[src/rtl/pipe_pkg.sv]
// Shared ID/EX pipeline types: control bundle, bubble constant, hazard FSM states.
package pipe_pkg;

  localparam int DATA_W_DEF = 32;
  localparam int REG_W_DEF  = 5;

  typedef struct packed {
    logic       reg_write;
    logic       mem_read;
    logic       mem_write;
    logic       mem_to_reg;
    logic       reg_dst;
    logic       alu_src;
    logic       branch;
    logic [1:0] alu_op;
  } id_ex_ctrl_t;

  localparam id_ex_ctrl_t CTRL_BUBBLE = '0;

  typedef enum logic {
    RUN   = 1'b0,
    STALL = 1'b1
  } hz_state_e;

endpackage

[src/rtl/hazard_detect.sv]
// Combinational stall-length decode (0/1/2 bubbles) for the ID instruction.
// Branch-operand rules exist only when ID_BRANCH_HAZARD_EN is defined.
module hazard_detect
  import pipe_pkg::*;
#(
  parameter int REG_W = REG_W_DEF
) (
  input  logic             id_ex_mem_read_i,
  input  logic             id_ex_reg_write_i,
  input  logic [REG_W-1:0] id_ex_rt_i,
  input  logic [REG_W-1:0] id_ex_dest_i,
  input  logic [REG_W-1:0] if_id_rs_i,
  input  logic [REG_W-1:0] if_id_rt_i,
  input  logic             id_branch_i,
  input  logic             ex_mem_mem_read_i,
  input  logic [REG_W-1:0] ex_mem_rd_i,
  output logic [1:0]       stall_len_o
);

  logic load_use;
  assign load_use = id_ex_mem_read_i && (id_ex_rt_i != '0) &&
                    ((id_ex_rt_i == if_id_rs_i) || (id_ex_rt_i == if_id_rt_i));

`ifdef ID_BRANCH_HAZARD_EN
  logic dest_hit;
  logic mem_hit;
  assign dest_hit = (id_ex_dest_i != '0) &&
                    ((id_ex_dest_i == if_id_rs_i) || (id_ex_dest_i == if_id_rt_i));
  assign mem_hit  = (ex_mem_rd_i != '0) &&
                    ((ex_mem_rd_i == if_id_rs_i) || (ex_mem_rd_i == if_id_rt_i));

  // Branch-after-load is tested ahead of load-use: a load's dest is its Rt,
  // so load-use would otherwise always shadow the two-bubble case.
  always_comb begin
    stall_len_o = 2'd0;
    if (id_branch_i && id_ex_mem_read_i && dest_hit) begin
      stall_len_o = 2'd2;
    end else if (load_use) begin
      stall_len_o = 2'd1;
    end else if (id_branch_i && id_ex_reg_write_i && dest_hit) begin
      stall_len_o = 2'd1;
    end else if (id_branch_i && ex_mem_mem_read_i && mem_hit) begin
      stall_len_o = 2'd1;
    end
  end
`else
  logic unused_branch_inputs;
  assign unused_branch_inputs = ^{id_ex_reg_write_i, id_ex_dest_i, id_branch_i,
                                  ex_mem_mem_read_i, ex_mem_rd_i};
  assign stall_len_o = {1'b0, load_use};
`endif

endmodule

[src/rtl/hazard_id_ex_stage.sv]
// ID/EX pipeline register with load-use / branch-operand stall FSM and stall counter.
// Branch hazard rules are built only when ID_BRANCH_HAZARD_EN is defined.
module hazard_id_ex_stage
  import pipe_pkg::*;
#(
  parameter int DATA_W = DATA_W_DEF,
  parameter int REG_W  = REG_W_DEF
) (
  input  logic              clk,
  input  logic              reset,
  input  logic [REG_W-1:0]  IF_ID_Reg_Rs,
  input  logic [REG_W-1:0]  IF_ID_Reg_Rt,
  input  logic [REG_W-1:0]  IF_ID_Reg_Rd,
  input  logic [DATA_W-1:0] ID_Rs_Data,
  input  logic [DATA_W-1:0] ID_Rt_Data,
  input  logic [DATA_W-1:0] ID_Imm,
  input  logic              ID_RegWrite,
  input  logic              ID_MemRead,
  input  logic              ID_MemWrite,
  input  logic              ID_MemtoReg,
  input  logic              ID_RegDst,
  input  logic              ID_ALUSrc,
  input  logic              ID_Branch,
  input  logic [1:0]        ID_ALUOp,
  input  logic [REG_W-1:0]  EX_MEM_Reg_Rd,
  input  logic              EX_MEM_MemRead,
  input  logic              ID_EX_Flush,
  output logic              PC_Write,
  output logic              IF_ID_Write,
  output logic              Hazard_Stall,
  output logic [REG_W-1:0]  ID_EX_Reg_Rs,
  output logic [REG_W-1:0]  ID_EX_Reg_Rt,
  output logic [REG_W-1:0]  ID_EX_Reg_Rd,
  output logic [DATA_W-1:0] ID_EX_Rs_Data,
  output logic [DATA_W-1:0] ID_EX_Rt_Data,
  output logic [DATA_W-1:0] ID_EX_Imm,
  output logic              ID_EX_RegWrite,
  output logic              ID_EX_MemRead,
  output logic              ID_EX_MemWrite,
  output logic              ID_EX_MemtoReg,
  output logic              ID_EX_RegDst,
  output logic              ID_EX_ALUSrc,
  output logic              ID_EX_Branch,
  output logic [1:0]        ID_EX_ALUOp,
  output logic [31:0]       Stall_Cycles
);

  hz_state_e         state_q, state_d;
  logic [1:0]        stall_cnt_q, stall_cnt_d;
  id_ex_ctrl_t       ctrl_q, ctrl_d, id_ctrl;
  logic [REG_W-1:0]  rs_q, rt_q, rd_q, id_ex_dest;
  logic [DATA_W-1:0] rs_data_q, rt_data_q, imm_q;
  logic [31:0]       stall_cycles_q, stall_cycles_d;
  logic [1:0]        stall_len;
  logic              bubble;
  logic              hazard_stall;

  assign id_ctrl = '{reg_write: ID_RegWrite, mem_read: ID_MemRead, mem_write: ID_MemWrite,
                     mem_to_reg: ID_MemtoReg, reg_dst: ID_RegDst, alu_src: ID_ALUSrc,
                     branch: ID_Branch, alu_op: ID_ALUOp};

  assign id_ex_dest = ctrl_q.reg_dst ? rd_q : rt_q;

  hazard_detect #(.REG_W(REG_W)) u_detect (
    .id_ex_mem_read_i (ctrl_q.mem_read),
    .id_ex_reg_write_i(ctrl_q.reg_write),
    .id_ex_rt_i       (rt_q),
    .id_ex_dest_i     (id_ex_dest),
    .if_id_rs_i       (IF_ID_Reg_Rs),
    .if_id_rt_i       (IF_ID_Reg_Rt),
    .id_branch_i      (ID_Branch),
    .ex_mem_mem_read_i(EX_MEM_MemRead),
    .ex_mem_rd_i      (EX_MEM_Reg_Rd),
    .stall_len_o      (stall_len)
  );

  always_comb begin
    state_d      = state_q;
    stall_cnt_d  = stall_cnt_q;
    bubble       = 1'b0;
    hazard_stall = 1'b0;
    case (state_q)
      RUN: begin
        if (stall_len != 2'd0) begin
          hazard_stall = 1'b1;
          bubble       = 1'b1;
          if (stall_len == 2'd2) begin
            state_d     = STALL;
            stall_cnt_d = 2'd1;
          end
        end
      end
      STALL: begin
        hazard_stall = 1'b1;
        bubble       = 1'b1;
        stall_cnt_d  = stall_cnt_q - 2'd1;
        if (stall_cnt_d == 2'd0) state_d = RUN;
      end
      default: state_d = RUN;
    endcase
    // Flush kills the capture and any pending stall, but leaves PC/IF_ID enables alone.
    if (ID_EX_Flush) begin
      bubble      = 1'b1;
      state_d     = RUN;
      stall_cnt_d = 2'd0;
    end
    ctrl_d         = bubble ? CTRL_BUBBLE : id_ctrl;
    stall_cycles_d = (hazard_stall && (stall_cycles_q != 32'hFFFF_FFFF)) ?
                     stall_cycles_q + 32'd1 : stall_cycles_q;
  end

  always_ff @(posedge clk) begin
    if (reset) begin
      state_q        <= RUN;
      stall_cnt_q    <= 2'd0;
      ctrl_q         <= CTRL_BUBBLE;
      rs_q           <= '0;
      rt_q           <= '0;
      rd_q           <= '0;
      rs_data_q      <= '0;
      rt_data_q      <= '0;
      imm_q          <= '0;
      stall_cycles_q <= '0;
    end else begin
      state_q        <= state_d;
      stall_cnt_q    <= stall_cnt_d;
      ctrl_q         <= ctrl_d;
      rs_q           <= IF_ID_Reg_Rs;
      rt_q           <= IF_ID_Reg_Rt;
      rd_q           <= IF_ID_Reg_Rd;
      rs_data_q      <= ID_Rs_Data;
      rt_data_q      <= ID_Rt_Data;
      imm_q          <= ID_Imm;
      stall_cycles_q <= stall_cycles_d;
    end
  end

  assign PC_Write       = ~hazard_stall;
  assign IF_ID_Write    = ~hazard_stall;
  assign Hazard_Stall   = hazard_stall;
  assign ID_EX_Reg_Rs   = rs_q;
  assign ID_EX_Reg_Rt   = rt_q;
  assign ID_EX_Reg_Rd   = rd_q;
  assign ID_EX_Rs_Data  = rs_data_q;
  assign ID_EX_Rt_Data  = rt_data_q;
  assign ID_EX_Imm      = imm_q;
  assign ID_EX_RegWrite = ctrl_q.reg_write;
  assign ID_EX_MemRead  = ctrl_q.mem_read;
  assign ID_EX_MemWrite = ctrl_q.mem_write;
  assign ID_EX_MemtoReg = ctrl_q.mem_to_reg;
  assign ID_EX_RegDst   = ctrl_q.reg_dst;
  assign ID_EX_ALUSrc   = ctrl_q.alu_src;
  assign ID_EX_Branch   = ctrl_q.branch;
  assign ID_EX_ALUOp    = ctrl_q.alu_op;
  assign Stall_Cycles   = stall_cycles_q;

endmodule

[config.mk]
export PLATFORM = sky130hd
export DESIGN_NAME = hazard_id_ex_stage
export DESIGN_NICKNAME = d
export VERILOG_FILES = /design/src/rtl/pipe_pkg.sv /design/src/rtl/hazard_detect.sv /design/src/rtl/hazard_id_ex_stage.sv
export SDC_FILE = /design/constraint.sdc
export NUM_CORES = 1
export LEC_CHECK = 0
export ABC_CLOCK_PERIOD_IN_PS = 3000
export CORE_AREA = 2 2 134 136
export DETAILED_ROUTE_END_ITERATION = 16
export DIE_AREA = 0 0 136 138
export PLACE_DENSITY_LB_ADDON = 0.05
export SYNTH_ARGS = -nofsm -noshare
export SYNTH_HDL_FRONTEND = slang
export SYNTH_HIERARCHICAL = 1
export SYNTH_SLANG_ARGS = --single-unit
[constraint.sdc]
create_clock -name clk -period 3 [get_ports clk]
set_input_delay 0.45 -clock clk [delete_from_list [all_inputs] [get_ports clk]]
set_output_delay 0.45 -clock clk [all_outputs]
set_load 0.02 [all_outputs]
; After elaboration in Yosys (flattened, before gate mapping)
; Cells that the tools add are included.
[totals]
out_inout_bits = 155
register_bits = 155
input_bits = 129
[classes]
bitwise_logic = 2
reduce_logical = 8
eq_ne = 3
mux = 6
addsub = 2
[ops]
columns = operator, count
row1 = $add 32x1->32 const B, 1
row2 = $ne 32x32->1 const B, 1
row3 = $eq 5x5->1, 2
row4 = $reduce_bool 5->1, 1
row5 = $pmux 1 s2, 2
row6 = $reduce_or 2->1, 2
row7 = $logic_and 1x1->1, 3
row8 = $mux 1, 3
row9 = $logic_not 2->1, 1
row10 = $mux 2, 1
row11 = $not 1->1, 2
row12 = $sub 2x1->2 const B, 1
row13 = $logic_or 1x1->1, 1

; Logic depth before layout (Yosys ltp)
; Gate-level depths: netlist of run 1.
[depth]
depth_word = 7
depth_mapped = 11

; Cells and area by module
; The synthesis of run 1 kept the hierarchy.
[by_module_without_submodules]
columns = module, seq_area_each_um2, area_each_um2, instances, cells_per_inst
row1 = hazard_id_ex_stage, 3103.0, 5136.2, 1, 475
row2 = hazard_detect, 0.0, 143.9, 1, 20

; Worst setup path after synthesis of run 1
; OpenSTA, ideal clock, no wires.
[synth_path]
path_kind = reg2out
from = register rt_q[1], in the netlist ID_EX_Reg_Rt[1]
to = output port PC_Write
arrival_time_ns = 2.184
path_slack_ns = 0.366
required_time_ns = 2.550
stages_incl_launch_ff = 9
path_buffers = 3
path_cell_list = dfxtp_1 or4_1 o21ai_1 a21oi_1 buf_4 or3_1 buf_2 inv_1 buf_4
[synth_via]
elab_chain_len = 6
[synth_lines]
columns = element, line_no
row1 = from (decl), hazard_id_ex_stage.sv:51  ; logic [REG_W-1:0] rs_q, rt_q, rd_q, id_ex_dest;
row2 = from (signal assigned), hazard_id_ex_stage.sv:129  ; rt_q <= IF_ID_Reg_Rt;
row3 = $eq 5x5->1 or $reduce_bool 5->1 (tied branches), "hazard_detect.sv:22, hazard_detect.sv:21"
row4 = $logic_or 1x1->1 or $logic_and 1x1->1 (tied branches), "hazard_detect.sv:22, hazard_detect.sv:21"
row5 = $logic_and 1x1->1 *, hazard_detect.sv:21  ; assign load_use = id_ex_mem_read_i && (id_ex_rt_i != '0) &&
row6 = via u_detect.load_use, hazard_detect.sv:20  ; logic load_use;
row7 = $mux 1 *, hazard_id_ex_stage.sv:84  ; if (stall_len != 2'd0) begin
row8 = $pmux 1 s2 *, hazard_id_ex_stage.sv:82  ; case (state_q)
row9 = via Hazard_Stall, hazard_id_ex_stage.sv:30  ; output logic Hazard_Stall,
row10 = $not 1->1 *, -
row11 = to (decl), hazard_id_ex_stage.sv:28  ; output logic PC_Write,
; The timed path passes the listed nets; every way through them passes the cells marked *.

; Final worst setup path of run 1
[layout_path]
from = register rt_q[1], in the netlist ID_EX_Reg_Rt[1]
to = output port Hazard_Stall
[layout_via]
elab_chain_len = 5
[layout_lines]
columns = element, line_no
row1 = $eq 5x5->1 or $reduce_bool 5->1 (tied branches), "hazard_detect.sv:22, hazard_detect.sv:21"
row2 = $logic_or 1x1->1 or $logic_and 1x1->1 (tied branches), "hazard_detect.sv:22, hazard_detect.sv:21"
row3 = $logic_and 1x1->1 *, hazard_detect.sv:21
row4 = via stall_len[0], hazard_id_ex_stage.sv:54  ; logic [1:0] stall_len;
row5 = $mux 1 *, hazard_id_ex_stage.sv:84
row6 = $pmux 1 s2 *, hazard_id_ex_stage.sv:82
row7 = to (decl), hazard_id_ex_stage.sv:30
; Marks and branches as above.

==> impl_metrics.ini, run 1 <==
[outcome]
status = finished, final reports clean

[routing]
vias_per_cell = 4.371
drc_errors = 0
route.vias.total = 4415
dr.pass1.iters = 4
detail_route.iter0.violations = 136
routed.top_layer = met4
m1WireLength_um = 5219
drt-wirelength-per-cell_um = 14.52
route.met2.wl_um = 7551
antenna_left = 0
routed_wl_um = 14670
wl_met3_um = 1600

[grt]
globalRoute.totalOverflow = 0
antenna_found_initial = 0
grt_pass1_vias = 4519
grt_max_degree = 82
grt_pass1_wl_um = 23170
grt_usage_pct = 16.04

[pwr]
power_switching_w = 0.001132
clock_power_share_pct = 42.2
ir_worst_vdd_mv = 0.3728
cellInternalPower_w = 0.003626
seqPwrFrac_pct = 45.7
finalPower_w = 0.004758
p_sw_share_pct = 23.79
p_per_area_nw_per_um2 = 543.6
pwr-share-comb_pct = 12.0
p_leak_nw = 3.234

[placement]
placed_area_um2 = 8198
dp_cells = 978
hpwl_um = 11000
gp_congestion = 0.7688
portBuffers = 277
dp_slack_ns = -0.09753

[sta]
slew_violations = 0
finalSetupViolCount = 0
fin_worst_skew_ns = 0.009478
rsz0062_at_grt = false
worstMarginPinSlew_ns = 0.8529
fin_crit_sh_pct = 95.95
period_minus_slack_ns = 2.878
final_hold_viol_count = 0
slew-limit-headroom_pct = 43.14
fmax_ghz = 0.3474
postLayoutSetupSlackWorst_ns = 0.1216

[cells_and_area]
design_area_um2 = 8753
n_antenna_cell = 0
fin_nets = 899
regArea_um2 = 3103
multi_input_area_um2 = 1933
area_growth_pct = 67.57
final_util_pct = 49.92
final_layout_size_suffix_gt1_share_pct = 7.042
fillers = 1648
stdcell_count = 1010

[cts]
hold_buffers = 0
cts_tree = yes
cts_buffers = 17
worst_skew_pair.late_latency_ns = 0.42
htreeDepth = 4
clockBufferDepth = 2
cts_root_buf = clkbuf_16
clk_pin_slew_ns = 0.06
cts_sinks = 155

[worst_setup_path]
crit_family = simple AND/OR/NAND/NOR gates
cp_num_buf_inv = 1
reg2reg_depth = 7
startpoint = ID_EX_Reg_Rt[1]
r2r-start = ID_EX_Reg_Rt[1]
cp_data_required_time_ns = 2.55
critPathArrivalTime_ns = 2.43
r2r_end = ID_EX_ALUSrc
rrSetupSlack_ns = 0.57
worst-path-max-fanout = 7
cp-start-kind = flip-flop
endpoint_kind = output pin
crit_slowest_cell = clkdlybuf4s50_1
crit_path_cell_trace = or4_1, o21ai_1, a21oi_1, or3_4, clkdlybuf4s50_1
path_class = reg -> out
max_stage_delay_ns = 0.56

[synth]
syn_area_per_cell_um2 = 10.66
synth_fp_nets = 621
synth_cells = 490
netlist_area_um2 = 5224
synth_warnings = 6

[die]
pin_count = 284
core_area_um2 = 17530
num_rows = 49
die_h_um = 138
initial_core_util_pct = 29.79
dieArea_um2 = 18770
die_w_um = 136

[min_path]
hp-class = reg -> reg
min_path_cells = 2
hp-start = Stall_Cycles[14]
holdPathEnd = Stall_Cycles[14]

[run]
cap_violations = 0
power groups by stage:
stage          Combinational, W  Clock (W)  Sequential [W]
2_1_floorplan          0.000113          0         0.00233
3_3_place_gp           0.000577          0         0.00222
3_5_place_dp           0.000580          0         0.00222
4_1_cts                0.000582    0.00209         0.00218
5_1_grt                0.000612    0.00217         0.00218
6_report               0.000572    0.00201         0.00218
stage by stage:
stage          hold WS, ns  setup TNS [ns]
2_1_floorplan       0.4579               0
3_3_place_gp        0.4726         -0.6755
3_5_place_dp        0.5041         -0.4512
4_1_cts             0.5128               0
5_1_grt             0.5547               0
6_report            0.5077               0
per-layer routing:
layer / global-route usage (%) / vias to the layer above
met3: 8.398 / 21
met1: 15.50 / 2037
met2: 28.22 / 158
met4: 6.853 / 0
li1: - / 2199
met5: 0 / -
worst reg2reg max path, delay by kind of cell, from the launching register on:
kind            cells  cell delay [ns]
compound gates      2             0.21
flops               1             0.35
buf+inv             1             0.16
simple gates        4             1.67
area by class of cell:
cell class	count	area share, %
clock buffer	19	4.946
clock inverter	13	1.372
inverter	4	0.1715
multi-input combinational	302	22.08
sequential	155	35.45
tap	229	3.273
timing repair buffer	288	32.70
state kept, by name (all words and copies together), names as in the netlist:
register,flops
ID_EX_ALUOp,2
ID_EX_ALUSrc,1
ID_EX_Branch,1
ID_EX_Imm,32
ID_EX_MemRead,1
ID_EX_MemWrite,1
ID_EX_MemtoReg,1
ID_EX_RegDst,1
ID_EX_RegWrite,1
ID_EX_Reg_Rd,5
ID_EX_Reg_Rs,5
ID_EX_Reg_Rt,5
ID_EX_Rs_Data,32
ID_EX_Rt_Data,32
Stall_Cycles,32
stall_cnt_q,2
state_q,1
timing repair:
item | in CTS | in global routing
buffers inserted | 0 | 0
setup endpoints to repair | 3 | 0
endpoints found under the hold margin | 0 | 0
gates resized for setup | 3 | 0
placed cells by master (no fill, tap or decap), types with 4 or more instances in the layout:
cell / count
and2_1: 10
nand4_1: 12
nor4_1: 4
and4_1: 7
o31ai_1: 5
buf_4: 11
nor2_1: 13
or3_1: 14
o21ai_0: 15
xnor2_1: 8
and3_1: 5
inv_1: 4
a21oi_1: 21
dfxtp_1: 155
nand2_1: 11
clkinvlp_4: 6
nor3_1: 7
xor2_1: 8
clkbuf_16: 17
or4_1: 6
clkdlybuf4s50_1: 274
nor2b_1: 118
nand3_1: 12
mux2_2: 5
how the worst max path moves through the flow:
stage	to	depth (start not counted)
2_1_floorplan	PC_Write	8
3_3_place_gp	Stall_Cycles[25]	10
3_5_place_dp	Stall_Cycles[25]	10
4_1_cts	Hazard_Stall	5
5_1_grt	Hazard_Stall	7
6_report	Hazard_Stall	5
Note: power is estimated with default switching activity, not from simulation.
==> run 2: changes to the inputs <==
--- a/config.mk
+++ b/config.mk
@@ -5,11 +5,12 @@
 export SDC_FILE = /design/constraint.sdc
 export NUM_CORES = 1
 export LEC_CHECK = 0
-export ABC_CLOCK_PERIOD_IN_PS = 3000
 export CORE_AREA = 2 2 134 136
 export DETAILED_ROUTE_END_ITERATION = 16
 export DIE_AREA = 0 0 136 138
 export PLACE_DENSITY_LB_ADDON = 0.05
+export SETUP_SLACK_MARGIN = 0.2
+export SKIP_CTS_REPAIR_TIMING = 1
 export SYNTH_ARGS = -nofsm -noshare
 export SYNTH_HDL_FRONTEND = slang
 export SYNTH_HIERARCHICAL = 1
==> run 2 against run 1 <==
Final area grew 0.16%. Critical path depth grew 1. Core utilization grew 0.078 points. Power is essentially flat. First-iteration DRC count grew 0.74%. Register-to-register slack lost 0.02 ns. Fmax grew 8.1%. Clock skew is essentially flat. Cell count is the same. Largest cell class unchanged. Highest routed layer unchanged.
==> impl_metrics.ini, run 2 (synthesized netlist as in run 1, its figures left out) <==
[outcome]
status = finished, final reports clean

[worst_setup_path]
rrSetupSlack_ns = 0.55
r2r_end = ID_EX_ALUSrc
critPathArrivalTime_ns = 2.21
r2r-start = ID_EX_Reg_Rt[1]
path_class = reg -> out
cp_data_required_time_ns = 2.55
cp-start-kind = flip-flop
worst-path-max-fanout = 7
endpoint_kind = output pin
reg2reg_depth = 7

[routing]
drt-wirelength-per-cell_um = 14.51
routed_wl_um = 14650
drc_errors = 0
antenna_left = 0
route.vias.total = 4412
vias_per_cell = 4.368
detail_route.iter0.violations = 137
dr.pass1.iters = 5

[sta]
finalSetupTns_ns = 0
finalSetupViolCount = 0
fmax_ghz = 0.3754
worstMarginPinSlew_ns = 0.8524
postLayoutSetupSlackWorst_ns = 0.3365
slew_violations = 0
hold_slack_ns = 0.5077
fin_crit_sh_pct = 88.78
slew-limit-headroom_pct = 43.17
period_minus_slack_ns = 2.663
fin_worst_skew_ns = 0.009121
rsz0062_at_grt = true
final_hold_viol_count = 0

[cells_and_area]
fillers = 1652
fin_nets = 899
stdcell_count = 1010
n_antenna_cell = 0
area_growth_pct = 67.83
final_layout_size_suffix_gt1_share_pct = 7.170
mostFrequentLayoutCell = clkdlybuf4s50_1
most-common-layout-cells = clkdlybuf4s50_1 (273), dfxtp_1 (155), nor2b_1 (118)

[placement]
hpwl_um = 11000
dp_slack_ns = -0.09753
gp_congestion = 0.7688
dp_cells = 978
portBuffers = 277

[min_path]
holdPathEnd = Stall_Cycles[14]
hp-start = Stall_Cycles[14]
hp-class = reg -> reg
min_path_cells = 2

[pwr]
pwr-share-comb_pct = 12.0
seqPwrFrac_pct = 45.7
clock_power_share_pct = 42.2
ir_worst_vdd_mv = 0.3726
finalPower_w = 0.004759
p_leak_nw = 3.259
p_sw_share_pct = 23.78
p_per_area_nw_per_um2 = 542.8
power_switching_w = 0.001132
cellInternalPower_w = 0.003627

[die]
num_rows = 49
dieArea_um2 = 18770
initial_core_util_pct = 29.79
pin_count = 284
core_area_um2 = 17530
die_h_um = 138
die_w_um = 136

[cts]
cts_sinks = 155
htreeDepth = 4
cts_root_buf = clkbuf_16
clockBufferDepth = 2
cts_buffers = 17
clk_pin_slew_ns = 0.06
worst_skew_pair.late_latency_ns = 0.42
cts_tree = yes

[grt]
antenna_found_initial = 0
grt_max_degree = 82
globalRoute.totalOverflow = 0
grt_pass1_wl_um = 23180
grt_usage_pct = 16.05
grt_pass1_vias = 4519

[run]
cap_violations = 0
## run 2: changes by cell type in the layout (fill, tap and decap cells not counted)
cell	previous run	this run
clkdlybuf4s50_1	274	273
a21oi_1	21	20
a21oi_2	0	1
dlygate4sd2_1	2	0
dlymetal6s2s_1	0	3
## run 2: final cells by class
type	instances	area (um^2)	share of cell area [%]
inverter	4	15.01	0.1713
multi-input combinational	302	1937	22.09
clock inverter	13	120.1	1.370
timing repair buffer	288	2873	32.77
clock buffer	19	432.9	4.938
tap	229	286.5	3.268
sequential	155	3103	35.39
## run 2: layer usage
metal / vias to the layer above / track usage [%] / share of wire (%)
li1: 2198 / - / -
met1: 2030 / 15.53 / 35
met2: 163 / 28.22 / 52
met3: 21 / 8.398 / 11
met4: 0 / 6.853 / 2.0
met5: - / 0 / 0
## run 2: critical path, cell delays in order (launching register included)
cell,delay [ns]
dfxtp_1,0.35
or4_1,0.52
o21ai_1,0.17
a21oi_2,0.06
or3_4,0.38
inv_1,0.10
dlymetal6s2s_1,0.23
## run 2: worst max path at each step
stage                             to  slack (ns)       startpoint  cells after the start
CTS                      IF_ID_Write       -0.18  ID_EX_Reg_Rt[1]                      6
floorplan                   PC_Write        0.37  ID_EX_Reg_Rt[1]                      8
global route             IF_ID_Write        0.19  ID_EX_Reg_Rt[1]                      6
finish                   IF_ID_Write        0.34  ID_EX_Reg_Rt[1]                      6
detailed placement  Stall_Cycles[25]        -0.1  IF_ID_Reg_Rs[2]                     10
global placement    Stall_Cycles[25]       -0.09  IF_ID_Reg_Rs[2]                     10
## run 2: metrics by stage
step	util, %	instance area [um^2]
after floorplan	-	5224
after global placement	46.75	8198
after detailed placement	46.75	8198
after CTS	49.91	8751
after global routing	50.00	8767
final	50.00	8767
## run 2: power groups by stage
stage / registers, W / clock network [W] / logic (W)
4_1_cts: 0.00218 / 0.00209 / 0.000582
2_1_floorplan: 0.00233 / 0 / 0.000113
3_5_place_dp: 0.00222 / 0 / 0.000580
6_report: 0.00218 / 0.00201 / 0.000573
3_3_place_gp: 0.00222 / 0 / 0.000577
5_1_grt: 0.00218 / 0.00217 / 0.000613
